==> src/rtl/acl2_meas_text_formatter.sv <==
// ACL2 sample -> ASCII text line formatter.
// Turns one 8-byte X/Y/Z/Temp burst into "X=hhhh Y=hhhh Z=hhhh T=hhhh" plus
// a line ending, and streams it one byte at a time over a valid/ready link.
// A one-deep pending slot holds a sample that arrives while a line is being
// sent; if a second one arrives before the slot drains, the older pending
// sample is overwritten and counted as a drop.
module acl2_meas_text_formatter #(
  parameter bit parm_lower_hex = 1'b0,
  parameter bit parm_crlf      = 1'b1,
  parameter int parm_drop_bits = 8
) (
  input  logic                      i_clk_20mhz,
  input  logic                      i_rstn_20mhz,
  input  logic [63:0]               i_data_3axis_temp,
  input  logic                      i_data_valid,
  output logic [7:0]                o_tx_data,
  output logic                      o_tx_valid,
  input  logic                      i_tx_ready,
  output logic                      o_busy,
  output logic                      o_line_done,
  output logic [parm_drop_bits-1:0] o_drop_count
);

  typedef enum logic [1:0] {ST_IDLE, ST_EMIT, ST_DONE} state_e;

  // Index of the final character; it depends on whether CR precedes LF.
  localparam logic [4:0] LAST = parm_crlf ? 5'd28 : 5'd27;
  localparam logic [7:0] CH_X = 8'h58;

  state_e                    state_q, state_d;
  logic [4:0]                idx_q, idx_d;
  logic [63:0]               act_q, act_d;
  logic [63:0]               pend_q, pend_d;
  logic                      pfull_q, pfull_d;
  logic [parm_drop_bits-1:0] drop_q, drop_d;
  logic [7:0]                txd_q, txd_d;
  logic                      start, consume;

  // Character at position idx of the line for sample s. Each field is 7
  // characters wide ("X=hhhh "); the last field has no trailing space
  // because the line ending takes its place.
  function automatic logic [7:0] char_at(input logic [63:0] s, input logic [4:0] idx);
    logic [1:0]  f;
    logic [2:0]  pos;
    logic [15:0] w;
    logic [3:0]  n;
    logic [7:0]  c;
    f   = 2'd3;
    pos = 3'(idx - 5'd21);
    if (idx < 5'd7) begin
      f = 2'd0; pos = 3'(idx);
    end else if (idx < 5'd14) begin
      f = 2'd1; pos = 3'(idx - 5'd7);
    end else if (idx < 5'd21) begin
      f = 2'd2; pos = 3'(idx - 5'd14);
    end
    // Fields print {H,L}; the burst carries L first.
    case (f)
      2'd0:    w = {s[55:48], s[63:56]};
      2'd1:    w = {s[39:32], s[47:40]};
      2'd2:    w = {s[23:16], s[31:24]};
      default: w = {s[7:0],   s[15:8]};
    endcase
    case (pos)
      3'd2:    n = w[15:12];
      3'd3:    n = w[11:8];
      3'd4:    n = w[7:4];
      default: n = w[3:0];
    endcase
    if (n < 4'd10) c = 8'h30 + {4'h0, n};
    else           c = (parm_lower_hex ? 8'h61 : 8'h41) + {4'h0, n} - 8'd10;
    if (idx >= 5'd27) begin
      c = (idx == 5'd27 && parm_crlf) ? 8'h0D : 8'h0A;
    end else if (pos == 3'd0) begin
      case (f)
        2'd0:    c = 8'h58;
        2'd1:    c = 8'h59;
        2'd2:    c = 8'h5A;
        default: c = 8'h54;
      endcase
    end else if (pos == 3'd1) begin
      c = 8'h3D;
    end else if (pos == 3'd6) begin
      c = 8'h20;
    end
    return c;
  endfunction

  // Next-state: line sequencing, pending slot management and drop counting.
  always_comb begin
    state_d = state_q;
    idx_d   = idx_q;
    act_d   = act_q;
    pend_d  = pend_q;
    pfull_d = pfull_q;
    drop_d  = drop_q;
    txd_d   = txd_q;
    start   = 1'b0;
    consume = 1'b0;
    case (state_q)
      ST_IDLE: begin
        // A sample left pending across DONE->IDLE is served before new input.
        if (pfull_q) begin
          act_d = pend_q; consume = 1'b1; start = 1'b1;
        end else if (i_data_valid) begin
          act_d = i_data_3axis_temp; start = 1'b1;
        end
      end
      ST_EMIT: begin
        if (i_tx_ready) begin
          if (idx_q == LAST) begin
            state_d = ST_DONE;
          end else begin
            idx_d = idx_q + 5'd1;
            txd_d = char_at(act_q, idx_q + 5'd1);
          end
        end
      end
      ST_DONE: begin
        // Only the pending contents seen at the start of this cycle are loaded.
        if (pfull_q) begin
          act_d = pend_q; consume = 1'b1; start = 1'b1;
        end else begin
          state_d = ST_IDLE;
        end
      end
      default: state_d = ST_IDLE;
    endcase
    if (start) begin
      state_d = ST_EMIT;
      idx_d   = 5'd0;
      txd_d   = CH_X;
    end
    if (consume) pfull_d = 1'b0;
    // A sample is a drop only when it displaces one that nobody consumed.
    if (i_data_valid && (state_q != ST_IDLE || pfull_q)) begin
      if (pfull_q && !consume && drop_q != {parm_drop_bits{1'b1}})
        drop_d = drop_q + {{(parm_drop_bits-1){1'b0}}, 1'b1};
      pend_d  = i_data_3axis_temp;
      pfull_d = 1'b1;
    end
  end

  // State registers; reset aborts any line in flight.
  always_ff @(posedge i_clk_20mhz or negedge i_rstn_20mhz) begin
    if (!i_rstn_20mhz) begin
      state_q <= ST_IDLE;
      idx_q   <= 5'd0;
      act_q   <= 64'd0;
      pend_q  <= 64'd0;
      pfull_q <= 1'b0;
      drop_q  <= '0;
      txd_q   <= 8'd0;
    end else begin
      state_q <= state_d;
      idx_q   <= idx_d;
      act_q   <= act_d;
      pend_q  <= pend_d;
      pfull_q <= pfull_d;
      drop_q  <= drop_d;
      txd_q   <= txd_d;
    end
  end

  assign o_tx_data    = txd_q;
  assign o_tx_valid   = (state_q == ST_EMIT);
  assign o_busy       = (state_q != ST_IDLE);
  assign o_line_done  = (state_q == ST_DONE);
  assign o_drop_count = drop_q;

endmodule

==> config.mk <==
export PLATFORM = sky130hd
export DESIGN_NAME = acl2_meas_text_formatter
export DESIGN_NICKNAME = d
export VERILOG_FILES = /design/src/rtl/acl2_meas_text_formatter.sv
export SDC_FILE = /design/constraint.sdc
export NUM_CORES = 1
export LEC_CHECK = 0
export CORE_AREA = 10 10 124 126
export CTS_CLUSTER_DIAMETER = 150
export DETAILED_ROUTE_END_ITERATION = 16
export DIE_AREA = 0 0 134 136
export PLACE_DENSITY = 0.83
export SKIP_LAST_GASP = 1
export SLEW_MARGIN = 20
export SYNTH_ARGS = -nofsm -noshare
export SYNTH_HDL_FRONTEND = slang
export SYNTH_SLANG_ARGS = --single-unit
==> constraint.sdc <==
create_clock -name i_clk_20mhz -period 5.76 [get_ports i_clk_20mhz]
set_input_delay 1.44 -clock i_clk_20mhz [delete_from_list [all_inputs] [get_ports i_clk_20mhz]]
set_output_delay 1.44 -clock i_clk_20mhz [all_outputs]
set_load 0.01 [all_outputs]
==> results.md <==
- For this configuration, the core starts out at a cell density of 58.71%.
- When the netlist entered floorplanning its net count stood at 782.
- Setup repair after global routing left no endpoint under its margin.
- The H-tree depth is 4.
- The global-route track usage on met3 is 5.683%.
- Counting every sink on the clock net gives 151.
- The total setup violations reported at the end of the flow is 0.
- The count of flip-flops with a built-in enable after synthesis is 0.
- In this run the most used layer during global routing was met2.
- The share of flip-flops with an asynchronous set or reset after synthesis is 100.0%.
- The count of yosys warnings during synthesis is 0.
- Once detailed placement completed, the half-perimeter wirelength came to roughly 14 mm.
- The run finished with clean final reports.
- The cell with the biggest individual delay on the critical path is dfrtp_1.
- The final-report hold violation count was 0.
- 87 I/O pins were placed.
- The detailed-route via count is approximately 5700.
- The power per cell area is ~530 nW/um^2.
- Across the routed clock network, the largest skew measured is 0.005836 ns.
- Entering global routing, the biggest net connects about 110 pins.
- The main flop type after synthesis is dfrtp_1.
- The total area inside the core boundary comes to between 10000 and 15000 um^2.
- The count of pins over their slew limit is 0.
- Cells fill 70.37% of the core in the end.
- The kind of start point of the critical path is a register.
- In the final layout, the share of cells above drive strength 1 is between 10% and 20%.
- The number of global-route vias before repair came to 5902.
- The average instance in the mapped netlist occupies 10.81 um^2.
- Counting every instance in the synthesized netlist gives roughly 710.
- The number of vias per cell after detailed routing is 5.910.
- The worst reg2reg path startpoint is idx_q[0].
- The number of iterations in the first detailed-routing pass is 5.
- Routability-driven placement finished with a final weighted congestion of 0.9166.
- The area share of the leading cell type in the synthesized netlist is around half.
- The worst path uses 86.22% of the clock period.
- The floorplan step set the die height to 136 um.
- Excluding fillers, the count of instances in the completed layout stands at roughly 960.
- At the worst endpoint, the required time is 6.06 ns.
- The worst stage delay on the critical path is around 0.70 ns.
- The cell type contributing the most total cell area after synthesis is dfrtp_1.
- The worst-margin pin slew is 1.103 ns.
- The total global routing track utilization is 21.71%.
- The met1 global-route usage is between 20% and 30%.
- After clock tree synthesis, the clock-pin slew on the worst setup and hold paths is 0.06 ns.
- The origin of the worst min-delay path is o_tx_data[1].
- The flip-flop and latch count after synthesis is 151.
- For this block, the initial DRC count from the detailed router was 460.
- TritonCTS built the clock tree.
- The worst reg-to-reg setup slack is between 0.7 and 0.8 ns.
- The startpoint of the worst setup timing path is idx_q[0].
- After the last flow step, the layout net total stands at 847.
- The width of the die is 134 um.
- The analysis attributes to cell leakage a power of 3.773 nW.
- Summing every instance area after synthesis gives between 7000 and 8000 um^2.
- Dividing the detail-routed wire length by the instance count gives about 20 um.
- The total placed cells including tap cells is a little over 900.
- Data arrives at the worst endpoint at 5.27 ns.
- Input and output buffers added on the ports amount to 85.
- The longest clock path from root to sink contains 2 buffers.
- The nature of the critical path endpoint is a register.
- The final-layout setup total negative slack is 0 ns.
- The number of buffers and inverters on the critical path is 2.
- Static timing analysis puts the maximum clock frequency at slightly above 0.2 GHz.
- The smallest clock period supported by the final layout is computed as 4.966 ns.
- The number of clock buffers added by TritonCTS is 17.
- For this run the aggregate overflow at the end of global routing stands at 0.
- The critical path class is register to register.
- The path category of the worst min-delay check is register to register.
- Relative to the synthesized area, the layout overhead comes to 19.85%.
- Among cell families on the critical path, the largest total delay comes from compound AO/OA/AOI/OAI gates.
- The count of instances resized after the clock tree is built is 0.
- Max-cap violations in this run came to 0.
- The library cell used as clock root buffer is clkbuf_16.
- In this run the post-CTS setup repair buffer count came out at 0.
- The pre-CTS setup slack is ~0.90 ns.
- The die covers 18220 um^2.
- The repair_antennas step left the layout with diodes totalling 0.
- The critical path goes through inv_1, ha_1, ha_1, or4_1, o31a_2, nand2_1, o21ai_1, o311a_1, a211oi_2, o22ai_2, ha_1, inv_1, o221ai_1, a21oi_1, o21ai_0, a21o_1.
- The fraction of met2 tracks used by global routing is 36.45%.
- The count of nets left with antenna violations once routing finished came out at 0.
- The fraction of the yosys area taken by sequential cells is approximately half.
- The first-pass GRT wire length is approximately 31 mm.
- IR analysis of the VDD net gives a maximum drop of 0.3311 mV.
- In this run the worst path has a maximum fanout of 20.
- Among the stages of the critical path, the cell type that occurs most often is ha_1.
- After detailed routing, the total wire length is just under 20 mm.
- After layout, the design draws a total of between 4 and 5 mW.
- Ranked by total cell area, the synthesized netlist is headed by dfrtp_1 50%, mux2_2 9.6%, mux2i_1 8.7%.
- The number of distinct standard cells referenced by the synthesized netlist is 73.
- The number of remaining DRC errors is 0.
- The count of hold buffers inserted by post-cts repair is 0.
- The floorplan has 42 rows.
- The worst pin sits at a relative slew slack of 26.46%.
- The initial antenna violation count came to 0.
- The worst setup slack after layout is 0.7936 ns.
- The insertion delay to the later sink of the worst-skew pair is 0.42 ns.
[Yosys cell counts, drive strengths merged (3+ instances only)]
| master | n |
|---|---|
| o211ai | 4 |
| dfrtp | 151 |
| nor3b | 5 |
| o21ai | 90 |
| a211oi | 7 |
| ha | 9 |
| a221oi | 3 |
| xor2 | 6 |
| a21oi | 16 |
| nor2 | 19 |
| mux2 | 65 |
| o221ai | 7 |
| and3 | 5 |
| nand3 | 11 |
| o21a | 3 |
| nand2 | 97 |
| clkbuf | 35 |
| nor4 | 4 |
| o31ai | 3 |
| a22oi | 3 |
| inv | 14 |
| xnor2 | 6 |
| nor2b | 3 |
| buf | 10 |
| and2 | 4 |
| nand4 | 3 |
| a221o | 8 |
| mux2i | 66 |
| nor3 | 4 |
| o22ai | 5 |
[metal layers]
| metal | routed length [um] | vias to the layer above |
|---|---|---|
| li1 | - | 2679 |
| met1 | 8104 | 2782 |
| met2 | 9783 | 171 |
| met3 | 933 | 36 |
| met4 | 445 | 0 |
| met5 | 0 | - |
[power breakdown]
group | internal [mW] | leakage, nW | switching (mW)
logic | 0.930 | 1.59 | 1.36
registers | 1.27 | 1.91 | 0.196
clock network | 0.593 | 0.276 | 0.452
total | 2.80 | 3.77 | 2.01
[metrics by stage]
stage                     hold slack, ns  area [um^2]
final                             0.4909         9134
after global placement            0.4641         8573
after detailed placement          0.4752         8573
after global routing              0.5098         9134
after CTS                         0.4896         9134
after floorplan                   0.4419         7621
[area by class of cell]
class | count | area, um^2
Multi-Input combinational cell | 495 | 3612
Clock buffer | 21 | 470.5
Inverter | 14 | 52.55
Tap cell | 176 | 220.2
Timing Repair Buffer | 91 | 909.6
Clock inverter | 11 | 90.09
Fill cell | 984 | 3846
Sequential cell | 151 | 3779
[layout by cell type, fill, tap and decap left out, types with 4 or more instances in the layout]
cell,netlist,layout
a21oi_1,15,15
clkinv_4,0,4
nor2_1,16,15
inv_1,14,14
o221ai_1,7,7
clkdlybuf4s50_1,0,84
xor2_1,5,5
dfrtp_1,151,151
ha_1,9,9
nor3b_1,5,5
o22ai_1,4,4
nand3_1,10,10
mux2_2,65,65
and3_1,5,5
nor3_1,4,4
clkbuf_16,0,17
mux2i_1,66,66
nand2_1,97,97
o21ai_1,6,5
a221o_1,8,8
o21ai_0,84,83
buf_4,1,5
nor4_1,4,4
xnor2_1,5,5
[state kept, by name, indices dropped and copies added (netlist names)]
name and cells:
act_q 64, idx_q 5, o_drop_count 8, o_tx_data 7
pend_q 64, pfull_q 1, state_q 2
[path summary, 6_finish.rpt]
check	to	cells past startpoint
worst min register to register	o_tx_data[1]	1
worst max register to register	o_tx_data[4]	16
worst max-delay path	o_tx_data[4]	16
worst min-delay path	o_tx_data[1]	1
min in group asynchronous	pfull_q	1
max in group asynchronous	act_q[38]	2
[kinds of logic (layout without fill, tap and decap cells)]
family / Yosys count / in the layout / share of synthesized area (%)
AO/OA/AOI/OAI: 176 / 176 / 15.55
XOR/XNOR: 12 / 12 / 1.576
adder cells (fa/ha/maj): 9 / 9 / 1.478
buffers and inverters: 59 / 137 / 3.415
flip-flops: 151 / 151 / 49.58
multiplexers: 131 / 131 / 18.27
other: 1 / 1 / 0.04921
AND/OR/NAND/NOR: 166 / 166 / 10.08
No activity file was read; power rests on OpenSTA's default activity.
